### config.mk
export PLATFORM = sky130hd
export DESIGN_NAME = gate_sequencer_flat
export DESIGN_NICKNAME = d
export VERILOG_FILES = /design/src/rtl/quantum_pkg.sv /design/src/rtl/gate_sequencer_if.sv /design/src/rtl/gate_prog_mem.sv /design/src/rtl/gate_sequencer.sv /design/src/flat_wrapper.sv
export SDC_FILE = /design/constraint.sdc
export NUM_CORES = 1
export LEC_CHECK = 0
export CAP_MARGIN = 20
export CORE_MARGIN = 2
export CORE_UTILIZATION = 46
export DETAILED_ROUTE_END_ITERATION = 16
export PLACE_DENSITY = 0.8
export SYNTH_ARGS = -nofsm -noshare
export SYNTH_HDL_FRONTEND = slang
export SYNTH_SLANG_ARGS = --single-unit
### constraint.sdc
create_clock -name clk -period 2.3 [get_ports clk]
set_input_delay 0.345 -clock clk [delete_from_list [all_inputs] [get_ports clk]]
set_output_delay 0.345 -clock clk [all_outputs]
set_load 0.03 [all_outputs]
### src/rtl/quantum_pkg.sv
// Shared gate opcodes and sequencer state encoding, common to the gate
// sequencer and the quantum controller.
package quantum_pkg;

  localparam logic [2:0] OP_NOP = 3'b000;
  localparam logic [2:0] OP_H   = 3'b001;
  localparam logic [2:0] OP_X   = 3'b010;
  localparam logic [2:0] OP_Z   = 3'b011;
  localparam logic [2:0] OP_Y   = 3'b100;

  typedef enum logic [2:0] {
    ST_IDLE      = 3'd0,
    ST_FETCH     = 3'd1,
    ST_PULSE     = 3'd2,
    ST_WAIT_ACK  = 3'd3,
    ST_WAIT_DONE = 3'd4,
    ST_DONE      = 3'd5
  } seq_state_e;

  function automatic logic is_gate_op(input logic [2:0] op);
    return (op >= OP_H) && (op <= OP_Y);
  endfunction

endpackage

### src/rtl/gate_sequencer_if.sv
// Command/status link between the gate sequencer (master) and the
// quantum controller (slave).
interface gate_sequencer_if;
  logic [2:0]  cmd_gate;
  logic        cmd_execute;
  logic        gate_busy;
  logic [31:0] display_alpha;
  logic [31:0] display_beta;

  modport master (output cmd_gate, cmd_execute,
                  input  gate_busy, display_alpha, display_beta);
  modport slave  (input  cmd_gate, cmd_execute,
                  output gate_busy, display_alpha, display_beta);
endinterface

### src/rtl/gate_prog_mem.sv
// Program storage for the gate sequencer: DEPTH x 3-bit opcodes,
// synchronous write, asynchronous read.
module gate_prog_mem #(
  parameter int DEPTH = 8
) (
  input  logic                     clk,
  input  logic                     wr_en,
  input  logic [$clog2(DEPTH)-1:0] wr_addr,
  input  logic [2:0]               wr_data,
  input  logic [$clog2(DEPTH)-1:0] rd_addr,
  output logic [2:0]               rd_data
);

  logic [2:0] mem_q [DEPTH];

  always_ff @(posedge clk) begin
    if (wr_en) mem_q[wr_addr] <= wr_data;
  end

  assign rd_data = mem_q[rd_addr];

endmodule

### src/rtl/gate_sequencer.sv
// Replays a stored gate program to the quantum controller, one pulse per gate.
// Optional GATE_SEQ_LOOP_EN adds loop_count: replay the program loop_count+1 times.
module gate_sequencer
  import quantum_pkg::*;
#(
  parameter int DEPTH       = 8,
  parameter int ACK_TIMEOUT = 255
) (
  input  logic                     clk,
  input  logic                     reset,
  input  logic                     prog_wr_en,
  input  logic [2:0]               prog_wr_data,
  input  logic                     prog_clear,
  output logic [$clog2(DEPTH):0]   prog_count,
  output logic                     prog_full,
  input  logic                     start,
  input  logic                     abort,
`ifdef GATE_SEQ_LOOP_EN
  input  logic [3:0]               loop_count,
`endif
  output logic                     seq_busy,
  output logic                     seq_done,
  output logic                     seq_error,
  output logic [$clog2(DEPTH)-1:0] gate_index,
  gate_sequencer_if.master         gif,
  output logic [31:0]              last_alpha,
  output logic [31:0]              last_beta
);

  localparam int AW = $clog2(DEPTH);
  localparam int CW = AW + 1;
  localparam int TW = $clog2(ACK_TIMEOUT + 1);

  seq_state_e    state_q;
  logic [CW-1:0] count_q, count_d;
  logic [AW-1:0] index_q, adv_index;
  seq_state_e    adv_state;
  logic [2:0]    cmd_gate_q, op;
  logic          cmd_exec_q, error_q, prog_we, last_entry;
  logic [TW-1:0] timer_q;
  logic [31:0]   alpha_q, beta_q;
`ifdef GATE_SEQ_LOOP_EN
  logic [3:0]    loops_q;
  logic          adv_wrap;
`endif

  gate_prog_mem #(.DEPTH(DEPTH)) u_mem (
    .clk     (clk),
    .wr_en   (prog_we),
    .wr_addr (count_q[AW-1:0]),
    .wr_data (prog_wr_data),
    .rd_addr (index_q),
    .rd_data (op)
  );

  // Program edits only while idle; clear wins over a simultaneous push.
  always_comb begin
    count_d = count_q;
    prog_we = 1'b0;
    if (state_q == ST_IDLE) begin
      if (prog_clear) begin
        count_d = '0;
      end else if (prog_wr_en && !prog_full) begin
        prog_we = 1'b1;
        count_d = count_q + CW'(1);
      end
    end
  end

  assign last_entry = ({1'b0, index_q} == (count_q - CW'(1)));

  always_comb begin
    adv_index = index_q + AW'(1);
    adv_state = ST_FETCH;
`ifdef GATE_SEQ_LOOP_EN
    adv_wrap  = 1'b0;
`endif
    if (last_entry) begin
      adv_index = '0;
`ifdef GATE_SEQ_LOOP_EN
      if (loops_q == 4'd0) adv_state = ST_DONE;
      else                 adv_wrap  = 1'b1;
`else
      adv_state = ST_DONE;
`endif
    end
  end

  always_ff @(posedge clk) begin
    if (reset) begin
      state_q    <= ST_IDLE;
      count_q    <= '0;
      index_q    <= '0;
      cmd_gate_q <= OP_NOP;
      cmd_exec_q <= 1'b0;
      error_q    <= 1'b0;
      timer_q    <= '0;
      alpha_q    <= 32'h0001_0000;
      beta_q     <= '0;
`ifdef GATE_SEQ_LOOP_EN
      loops_q    <= '0;
`endif
    end else begin
      count_q    <= count_d;
      cmd_exec_q <= 1'b0;
      if (abort && state_q != ST_IDLE && state_q != ST_DONE) begin
        state_q <= ST_DONE;
      end else begin
        case (state_q)
          ST_IDLE: begin
            if (start) begin
              if (count_q != '0) begin
                error_q <= 1'b0;
                index_q <= '0;
                state_q <= ST_FETCH;
`ifdef GATE_SEQ_LOOP_EN
                loops_q <= loop_count;
`endif
              end else begin
                state_q <= ST_DONE;
              end
            end
          end
          ST_FETCH: begin
            if (op == OP_NOP) begin
              index_q <= adv_index;
              state_q <= adv_state;
`ifdef GATE_SEQ_LOOP_EN
              if (adv_wrap) loops_q <= loops_q - 4'd1;
`endif
            end else if (is_gate_op(op)) begin
              state_q <= ST_PULSE;
            end else begin
              error_q <= 1'b1;
              state_q <= ST_DONE;
            end
          end
          ST_PULSE: begin
            // Hold off while the controller is still finishing a previous gate.
            if (!gif.gate_busy) begin
              cmd_gate_q <= op;
              cmd_exec_q <= 1'b1;
              timer_q    <= TW'(ACK_TIMEOUT - 1);
              state_q    <= ST_WAIT_ACK;
            end
          end
          ST_WAIT_ACK: begin
            if (gif.gate_busy) begin
              state_q <= ST_WAIT_DONE;
            end else if (timer_q == '0) begin
              error_q <= 1'b1;
              state_q <= ST_DONE;
            end else begin
              timer_q <= timer_q - TW'(1);
            end
          end
          ST_WAIT_DONE: begin
            if (!gif.gate_busy) begin
              alpha_q <= gif.display_alpha;
              beta_q  <= gif.display_beta;
              index_q <= adv_index;
              state_q <= adv_state;
`ifdef GATE_SEQ_LOOP_EN
              if (adv_wrap) loops_q <= loops_q - 4'd1;
`endif
            end
          end
          ST_DONE: state_q <= ST_IDLE;
          default: state_q <= ST_IDLE;
        endcase
      end
    end
  end

  assign prog_count      = count_q;
  assign prog_full       = (count_q == CW'(DEPTH));
  assign seq_busy        = (state_q != ST_IDLE);
  assign seq_done        = (state_q == ST_DONE);
  assign seq_error       = error_q;
  assign gate_index      = index_q;
  assign gif.cmd_gate    = cmd_gate_q;
  assign gif.cmd_execute = cmd_exec_q;
  assign last_alpha      = alpha_q;
  assign last_beta       = beta_q;

endmodule

### src/flat_wrapper.sv
// flat-port wrapper written by rule: the top's interface ports become plain ports
module gate_sequencer_flat import quantum_pkg::*;
#(
  parameter int DEPTH       = 8,
  parameter int ACK_TIMEOUT = 255
)
  (clk, reset, prog_wr_en, prog_wr_data, prog_clear, prog_count, prog_full, start, abort, seq_busy, seq_done, seq_error, gate_index, last_alpha, last_beta, gif_cmd_gate, gif_cmd_execute, gif_gate_busy, gif_display_alpha, gif_display_beta);
  gate_sequencer_if gif_i ();
  input  logic clk;
  input  logic reset;
  input  logic prog_wr_en;
  input  logic [2:0] prog_wr_data;
  input  logic prog_clear;
  output logic [$clog2(DEPTH):0] prog_count;
  output logic prog_full;
  input  logic start;
  input  logic abort;
  output logic seq_busy;
  output logic seq_done;
  output logic seq_error;
  output logic [$clog2(DEPTH)-1:0] gate_index;
  output logic [31:0] last_alpha;
  output logic [31:0] last_beta;
  output wire logic [$bits(gif_i.cmd_gate)-1:0] gif_cmd_gate;
  output wire logic [$bits(gif_i.cmd_execute)-1:0] gif_cmd_execute;
  input wire logic [$bits(gif_i.gate_busy)-1:0] gif_gate_busy;
  input wire logic [$bits(gif_i.display_alpha)-1:0] gif_display_alpha;
  input wire logic [$bits(gif_i.display_beta)-1:0] gif_display_beta;
  assign gif_cmd_gate = gif_i.cmd_gate;
  assign gif_cmd_execute = gif_i.cmd_execute;
  assign gif_i.gate_busy = gif_gate_busy;
  assign gif_i.display_alpha = gif_display_alpha;
  assign gif_i.display_beta = gif_display_beta;
  gate_sequencer #(.DEPTH(DEPTH), .ACK_TIMEOUT(ACK_TIMEOUT)) u_core (.clk(clk), .reset(reset), .prog_wr_en(prog_wr_en), .prog_wr_data(prog_wr_data), .prog_clear(prog_clear), .prog_count(prog_count), .prog_full(prog_full), .start(start), .abort(abort), .seq_busy(seq_busy), .seq_done(seq_done), .seq_error(seq_error), .gate_index(gate_index), .gif(gif_i), .last_alpha(last_alpha), .last_beta(last_beta));
endmodule
==> impl_metrics.csv, run 1 <==
group,metric,value,unit
yosys,post_synth_xor_area_fraction,0.0150,
clocking,cts-htree-levels,4,
yosys,synth_top_family_by_area,"simple AND/OR/NAND/NOR gates",
floorplan,die-area,11000,sq um
flow_run,maxCapViolCount,0,
timing,setup_viol_count_final,0,
worst_hold_path,min-delay-start,"reset",
power,ir_drop,489,uV
timing,max_slew_margin,0.583,
yosys,synth-edff-count,24,
clocking,numCtsBuffers,17,
floorplan,io-pin-count,153,
cells_and_area,finalCoreUtilization,0.711,
power,power_density,917,nW/um^2
place,place.detailed.instances,777,
yosys,synth_simple_gate_area_share,0.207,
yosys,postSynthNetCount,589,
timing,fin_crit,2.18,ns
routing,drt-initial-drc-count,422,
power,power.static_leakage,2.47,nW
clocking,ctsRootBufferMaster,"sky130_fd_sc_hd__clkbuf_8",
clocking,postCtsSetupRepairBufs,0,
worst_setup_path,worst-path-max-fanout,6,
clocking,total_clock_sinks,114,
yosys,synth_area,4670,sq um
worst_setup_path,worst_setup_path_end_kind,"register",
status,status,"finished, final reports clean",
timing,maxClockFrequency,458,MHz
worst_hold_path,min_path_type,"in -> reg",
global_routing,grt-ovfl-total,0,
yosys,mux_contribution_to_synthesized_area,0.0487,
timing,final_max_slew_viol_count,0,
yosys,post_synth_inst_count,510,
routing,wirelength,13.9,mm
clocking,clk_transition_reported_paths,0.06,ns
global_routing,grt_antenna_before_repair,0,
cells_and_area,syn_to_final_growth,49.4,%
yosys,synth-adder-area-share,0.0134,
worst_setup_path,timing.critical_path.from_type,"register",
timing,finalCritPeriodShare,0.949,
floorplan,core_area,9820,sq um
place,post-place-ws,0.0932,ns
cells_and_area,mostFrequentLayoutCells,"148 x sky130_fd_sc_hd__clkdlybuf4s50_1, 145 x sky130_fd_sc_hd__nand2_1, 87 x sky130_fd_sc_hd__dfxtp_1",
yosys,synthDistinctLibCells,56,
cells_and_area,antenna_cells_inserted,0,
cells_and_area,finalNonFillerCells,809,
worst_setup_path,timing.setup.critical_path_class,"reg -> reg",
yosys,synth_warnings,0,
clocking,tritoncts,"yes",
global_routing,tot_gr_track_use,0.257,
yosys,synth_compound_area_frac,0.141,
global_routing,grt_pass1_wl,22.1,mm
global_routing,grt_max_degree,84,
timing,tightest_slew,0.624,ns
floorplan,starting_density,0.476,
worst_setup_path,worst_ep_arrival_time,2.60,ns
yosys,postSynthAreaPerCell,9.17,sq um
place,port-buffer-count,152,
yosys,yosys_most_used_dff,"sky130_fd_sc_hd__dfxtp_1",
timing,fin_hold_ws,0.226,ns
floorplan,floorplan.rows,36,
routing,ant_nets,0,
timing,grt_setup_unrepaired,"no",
routing,via_count,4350,
timing,timing_hold_violations_final,0,
global_routing,number_of_global_route_vias_before_repair,4374,
clocking,cts-hold-fix-buffers,0,
place,post-dp-hpwl,9.41,mm
yosys,sequential_area_share_after_synthesis,0.540,
routing,detailed_router_iteration_count_before_antenna_repair,6,
routing,avgRoutedWirePerCell,17.2,microns
timing,postLayoutSetupSlackWorst,0.116,ns
cells_and_area,layout-drive-gt1-share,0.0902,
routing,drt-vias-per-instance,5.38,
floorplan,die_span_in_y,105,microns
cells_and_area,nets,742,
clocking,clkLatencyLatePin,0.52,ns
clocking,ctsLongestPathBuffers,2,
worst_setup_path,cp.required,2.72,ns
routing,drt_drc_violations_left,0,
timing,post_route_skew,0.00625,ns
yosys,ys_async_sr_fraction,0,
place,finalWeightedCongestion,0.838,
floorplan,floorplan.die.width,105,microns
timing,totalNegativeSetupSlack,0,ns
yosys,yosys_register_bits,114,
cells_and_area,layout.cells.most_common,"sky130_fd_sc_hd__clkdlybuf4s50_1",
-- worst max-delay path: stages (launching register included) --
cell	delay (ns)
sky130_fd_sc_hd__dfxtp_2	0.40
sky130_fd_sc_hd__mux4_1	0.58
sky130_fd_sc_hd__mux2i_2	0.28
sky130_fd_sc_hd__a41oi_2	0.23
sky130_fd_sc_hd__nor3_4	0.32
sky130_fd_sc_hd__mux2i_1	0.28
-- synth_stat cells, types with 2 or more instances --
master | instances | area share
sky130_fd_sc_hd__nand2_1 | 145 | 0.12
sky130_fd_sc_hd__dfxtp_1 | 90 | 0.39
sky130_fd_sc_hd__a21oi_1 | 79 | 0.085
sky130_fd_sc_hd__clkbuf_1 | 27 | 0.022
sky130_fd_sc_hd__edfxtp_1 | 24 | 0.15
sky130_fd_sc_hd__nor2_1 | 23 | 0.018
sky130_fd_sc_hd__inv_1 | 11 | 0.0088
sky130_fd_sc_hd__mux4_1 | 6 | 0.034
sky130_fd_sc_hd__nand4_1 | 6 | 0.0080
sky130_fd_sc_hd__nor3_1 | 6 | 0.0064
sky130_fd_sc_hd__ha_1 | 5 | 0.013
sky130_fd_sc_hd__nand2b_1 | 5 | 0.0067
sky130_fd_sc_hd__nor4_1 | 5 | 0.0067
sky130_fd_sc_hd__o21ai_0 | 5 | 0.0054
sky130_fd_sc_hd__xor2_1 | 5 | 0.0094
sky130_fd_sc_hd__a211oi_1 | 4 | 0.0064
sky130_fd_sc_hd__a31oi_1 | 4 | 0.0054
sky130_fd_sc_hd__nand3_1 | 4 | 0.0043
sky130_fd_sc_hd__and3_1 | 3 | 0.0040
sky130_fd_sc_hd__nand4b_1 | 3 | 0.0056
sky130_fd_sc_hd__nor3b_1 | 3 | 0.0048
sky130_fd_sc_hd__o21ai_1 | 3 | 0.0032
sky130_fd_sc_hd__xnor2_1 | 3 | 0.0056
sky130_fd_sc_hd__a21o_1 | 2 | 0.0032
sky130_fd_sc_hd__buf_1 | 2 | 0.0016
sky130_fd_sc_hd__mux2i_1 | 2 | 0.0043
sky130_fd_sc_hd__mux2i_2 | 2 | 0.0059
sky130_fd_sc_hd__nand3b_1 | 2 | 0.0032
sky130_fd_sc_hd__o2111ai_1 | 2 | 0.0037
sky130_fd_sc_hd__o22ai_1 | 2 | 0.0027
sky130_fd_sc_hd__or3_1 | 2 | 0.0027
-- cells by family after synthesis --
kind of cell	Yosys count
flip-flops	114
XOR/XNOR	8
adder cells (fa/ha/maj)	5
multiplexers	11
AND/OR/NAND/NOR	217
buffers and inverters	42
AO/OA/AOI/OAI	113
-- sequential cells by signal, summed over array words and instances (netlist names), named ones only --
name                    count
u_core.state_q              3
u_core.u_mem.mem_q         24
u_core.gif.cmd_execute      1
u_core.last_beta           32
u_core.timer_q              8
u_core.last_alpha          32
u_core.gif.cmd_gate         3
u_core.gate_index           3
u_core.seq_error            1
u_core.prog_count           4
-- area by class of cell --
class                      instances  area, sq um
clock buffer                      23          488
clock inverter                     9          100
fill                             762         2840
inverter                          12         45.0
multi-input combinational        354         2010
sequential                       114         2530
tap                              133          166
timing repair buffer             164         1650
-- final timing paths --
kind	endpoint	slack, ns	depth (start not counted)
max	register	0.12	5
max reg2reg	register	0.12	5
min	u_core.last_alpha[16]	0.23	3
min reg2reg	u_core.last_alpha[0]	0.45	2
-- repair_timing --
| action | CTS | global route |
|---|---|---|
| gates resized for setup | 4 | 6 |
| endpoints found under the setup margin | 3 | 12 |
| gates cloned | 0 | 0 |
| hold endpoints to repair | 0 | 0 |
-- layer usage --
layer	wire (microns)	GRT usage
met2	7140	0.435
met5	0	0
met3	1020	0.0761
met1	5340	0.301
met4	375	0.112
-- power breakdown --
part           internal (mW)  switching [mW]  leakage (nW)
registers               2.18           0.127         0.945
clock network           1.68           0.891         0.297
logic                  0.651           0.877          1.23
total                   4.51            1.89          2.47
-- through the flow --
step	area, sq um	total power, mW
after floorplan	4670	3.25
after global placement	6370	3.77
after detailed placement	6370	3.81
after CTS	6970	6.41
after global routing	6980	6.66
final	6980	6.41
(Power assumes the default switching activity.)
==> run 2: changes to the inputs <==
Clock period 2.3 ns to 2.1 ns, I/O delays scaled along.
==> run 2 against run 1 <==
Routed wire length is essentially flat. Global-route usage decreased by 0.88 points. Largest cell class unchanged. Core utilization up 0.90 points. Clock skew increased by 0.010 ns. Highest routed layer unchanged. Via count is 2.6% higher.
==> impl_metrics.csv, run 2 (synthesis gave the netlist of run 1 again) <==
group,metric,value,unit
status,status,"finished, final reports clean",
timing,max_slew_margin,0.639,
cells_and_area,antenna_cells_inserted,0,
timing,maxClockFrequency,485,MHz
worst_setup_path,worst-path-max-fanout,8,
floorplan,floorplan.die.width,105,microns
worst_setup_path,timing.setup.critical_path_class,"reg -> out",
cells_and_area,layout.cells.most_common,"sky130_fd_sc_hd__clkdlybuf4s50_1",
power,power.share.combinational,0.240,
clocking,tritoncts,"yes",
clocking,total_clock_sinks,114,
power,fin_total_pwr,7.14,mW
timing,post_route_skew,0.0168,ns
timing,timing_hold_violations_final,0,
power,power_density,1010,nW/um^2
floorplan,die_span_in_y,105,microns
cells_and_area,layout-drive-gt1-share,0.127,
clocking,numCtsBuffers,17,
cells_and_area,syn_to_final_growth,51.3,%
routing,drt_drc_violations_left,0,
power,internal-power,5.02,mW
clocking,clk_transition_reported_paths,0.06,ns
place,place.detailed.instances,782,
cells_and_area,fill_cells,733,
global_routing,grt_max_degree,84,
flow_run,maxCapViolCount,0,
timing,final_max_slew_viol_count,0,
worst_hold_path,min_path_type,"in -> reg",
floorplan,core_area,9820,sq um
clocking,ctsRootBufferMaster,"sky130_fd_sc_hd__clkbuf_8",
worst_setup_path,timing.critical_path.from_type,"register",
worst_setup_path,slowest_delay,0.74,ns
timing,tightest_slew,0.536,ns
place,finalWeightedCongestion,0.831,
clocking,ctsLongestPathBuffers,2,
floorplan,io-pin-count,153,
routing,via_count,4464,
routing,wirelength,13.9,mm
worst_setup_path,worst_setup_path_end_kind,"output port",
timing,fin_hold_ws,0.201,ns
floorplan,floorplan.rows,36,
timing,setup_viol_count_final,0,
power,seq_power_share,0.358,
global_routing,grt_pass1_wl,21.5,mm
routing,detailed_router_iteration_count_before_antenna_repair,6,
routing,avgRoutedWirePerCell,16.9,microns
power,netSwitchingPower,2.12,mW
clocking,clkLatencyLatePin,0.52,ns
timing,postLayoutSetupSlackWorst,0.0391,ns
clocking,cts-htree-levels,4,
cells_and_area,regArea,2530,sq um
worst_setup_path,crit_path_top_delay_cell,"sky130_fd_sc_hd__clkdlybuf4s50_1",
routing,drt-vias-per-instance,5.45,
global_routing,tot_gr_track_use,0.248,
global_routing,grt-ovfl-total,0,
clocking,cts-hold-fix-buffers,0,
place,port-buffer-count,152,
worst_setup_path,cp.buffers_inverters,1,
floorplan,die-area,11000,sq um
power,switching_share_of_power,0.298,
worst_setup_path,worst_ep_arrival_time,1.75,ns
timing,finalCritPeriodShare,0.981,
cells_and_area,multi_input_area,2010,sq um
worst_setup_path,path_delay_family,"buffers and inverters",
routing,drt-initial-drc-count,283,
cells_and_area,nets,752,
routing,ant_nets,0,
power,power.static_leakage,2.50,nW
global_routing,number_of_global_route_vias_before_repair,4333,
power,ir_drop,498,uV
global_routing,grt_antenna_before_repair,0,
worst_setup_path,regToRegSetupSlack,0.06,ns
place,post-dp-hpwl,9.11,mm
floorplan,starting_density,0.476,
cells_and_area,finalNonFillerCells,819,
cells_and_area,mostFrequentLayoutCells,"147 x sky130_fd_sc_hd__clkdlybuf4s50_1, 144 x sky130_fd_sc_hd__nand2_1, 85 x sky130_fd_sc_hd__dfxtp_1",
worst_setup_path,crit_chain,"clkdlybuf4s50_1",
worst_setup_path,cp.required,1.78,ns
place,post-place-ws,-0.0756,ns
power,power.clock.fraction,0.402,
timing,fin_crit,2.06,ns
run 2: changes by cell type in the layout (fill, tap and decap cells not counted), moves of 3 or more:
cell / previous run / this run
sky130_fd_sc_hd__buf_4: 9 / 19
sky130_fd_sc_hd__mux4_1: 6 / 0
sky130_fd_sc_hd__mux4_2: 0 / 6
sky130_fd_sc_hd__nor2_1: 23 / 20
sky130_fd_sc_hd__nor2_2: 0 / 3
run 2: power by group through the flow:
stage,sequential [mW],clock (mW),combinational (mW)
final,2.56,2.87,1.71
after global routing,2.58,3.00,1.83
after CTS,2.54,2.90,1.64
after detailed placement,2.58,0,1.62
after global placement,2.57,0,1.58
after floorplan,2.68,0,0.884
run 2: worst paths after layout:
kind | from | to | depth (start not counted)
max | u_core.prog_count[3] | prog_count[3] | 1
min | reset | u_core.last_alpha[16] | 3
max reg2reg | register | register | 5
min reg2reg | u_core.last_alpha[1] | u_core.last_alpha[1] | 2
run 2: per-stage QoR:
| stage | instance area [sq um] | setup TNS, ns | utilization |
|---|---|---|---|
| final | 7070 | 0 | 0.720 |
| after global routing | 7070 | -0.123 | 0.720 |
| after CTS | 7020 | 0 | 0.715 |
| after detailed placement | 6420 | -0.337 | 0.654 |
| after global placement | 6420 | 0 | 0.654 |
| after floorplan | 4690 | 0 | - |
run 2: repair_timing:
item	CTS	global route
buffers inserted	0	5
endpoints found under the setup margin	10	23
cloned	0	0
pin swaps	1	2
resized for setup	14	15
run 2: area by class of cell:
class / instances / area share
clock buffers: 19 / 0.0624
clock inverters: 13 / 0.0219
inverters: 12 / 0.00637
multi-input cells: 354 / 0.285
flip-flops and latches: 114 / 0.358
well taps: 133 / 0.0235
repair buffers: 174 / 0.243
run 2: layer usage:
layer | wire length (microns) | GRT usage | part of all wire | vias up
met1 | 5260 | 0.271 | 0.38 | 2126
li1 | - | - | - | 2099
met2 | 7250 | 0.438 | 0.52 | 203
met4 | 524 | 0.131 | 0.038 | 0
met5 | 0 | 0 | 0 | -
met3 | 836 | 0.0643 | 0.060 | 36
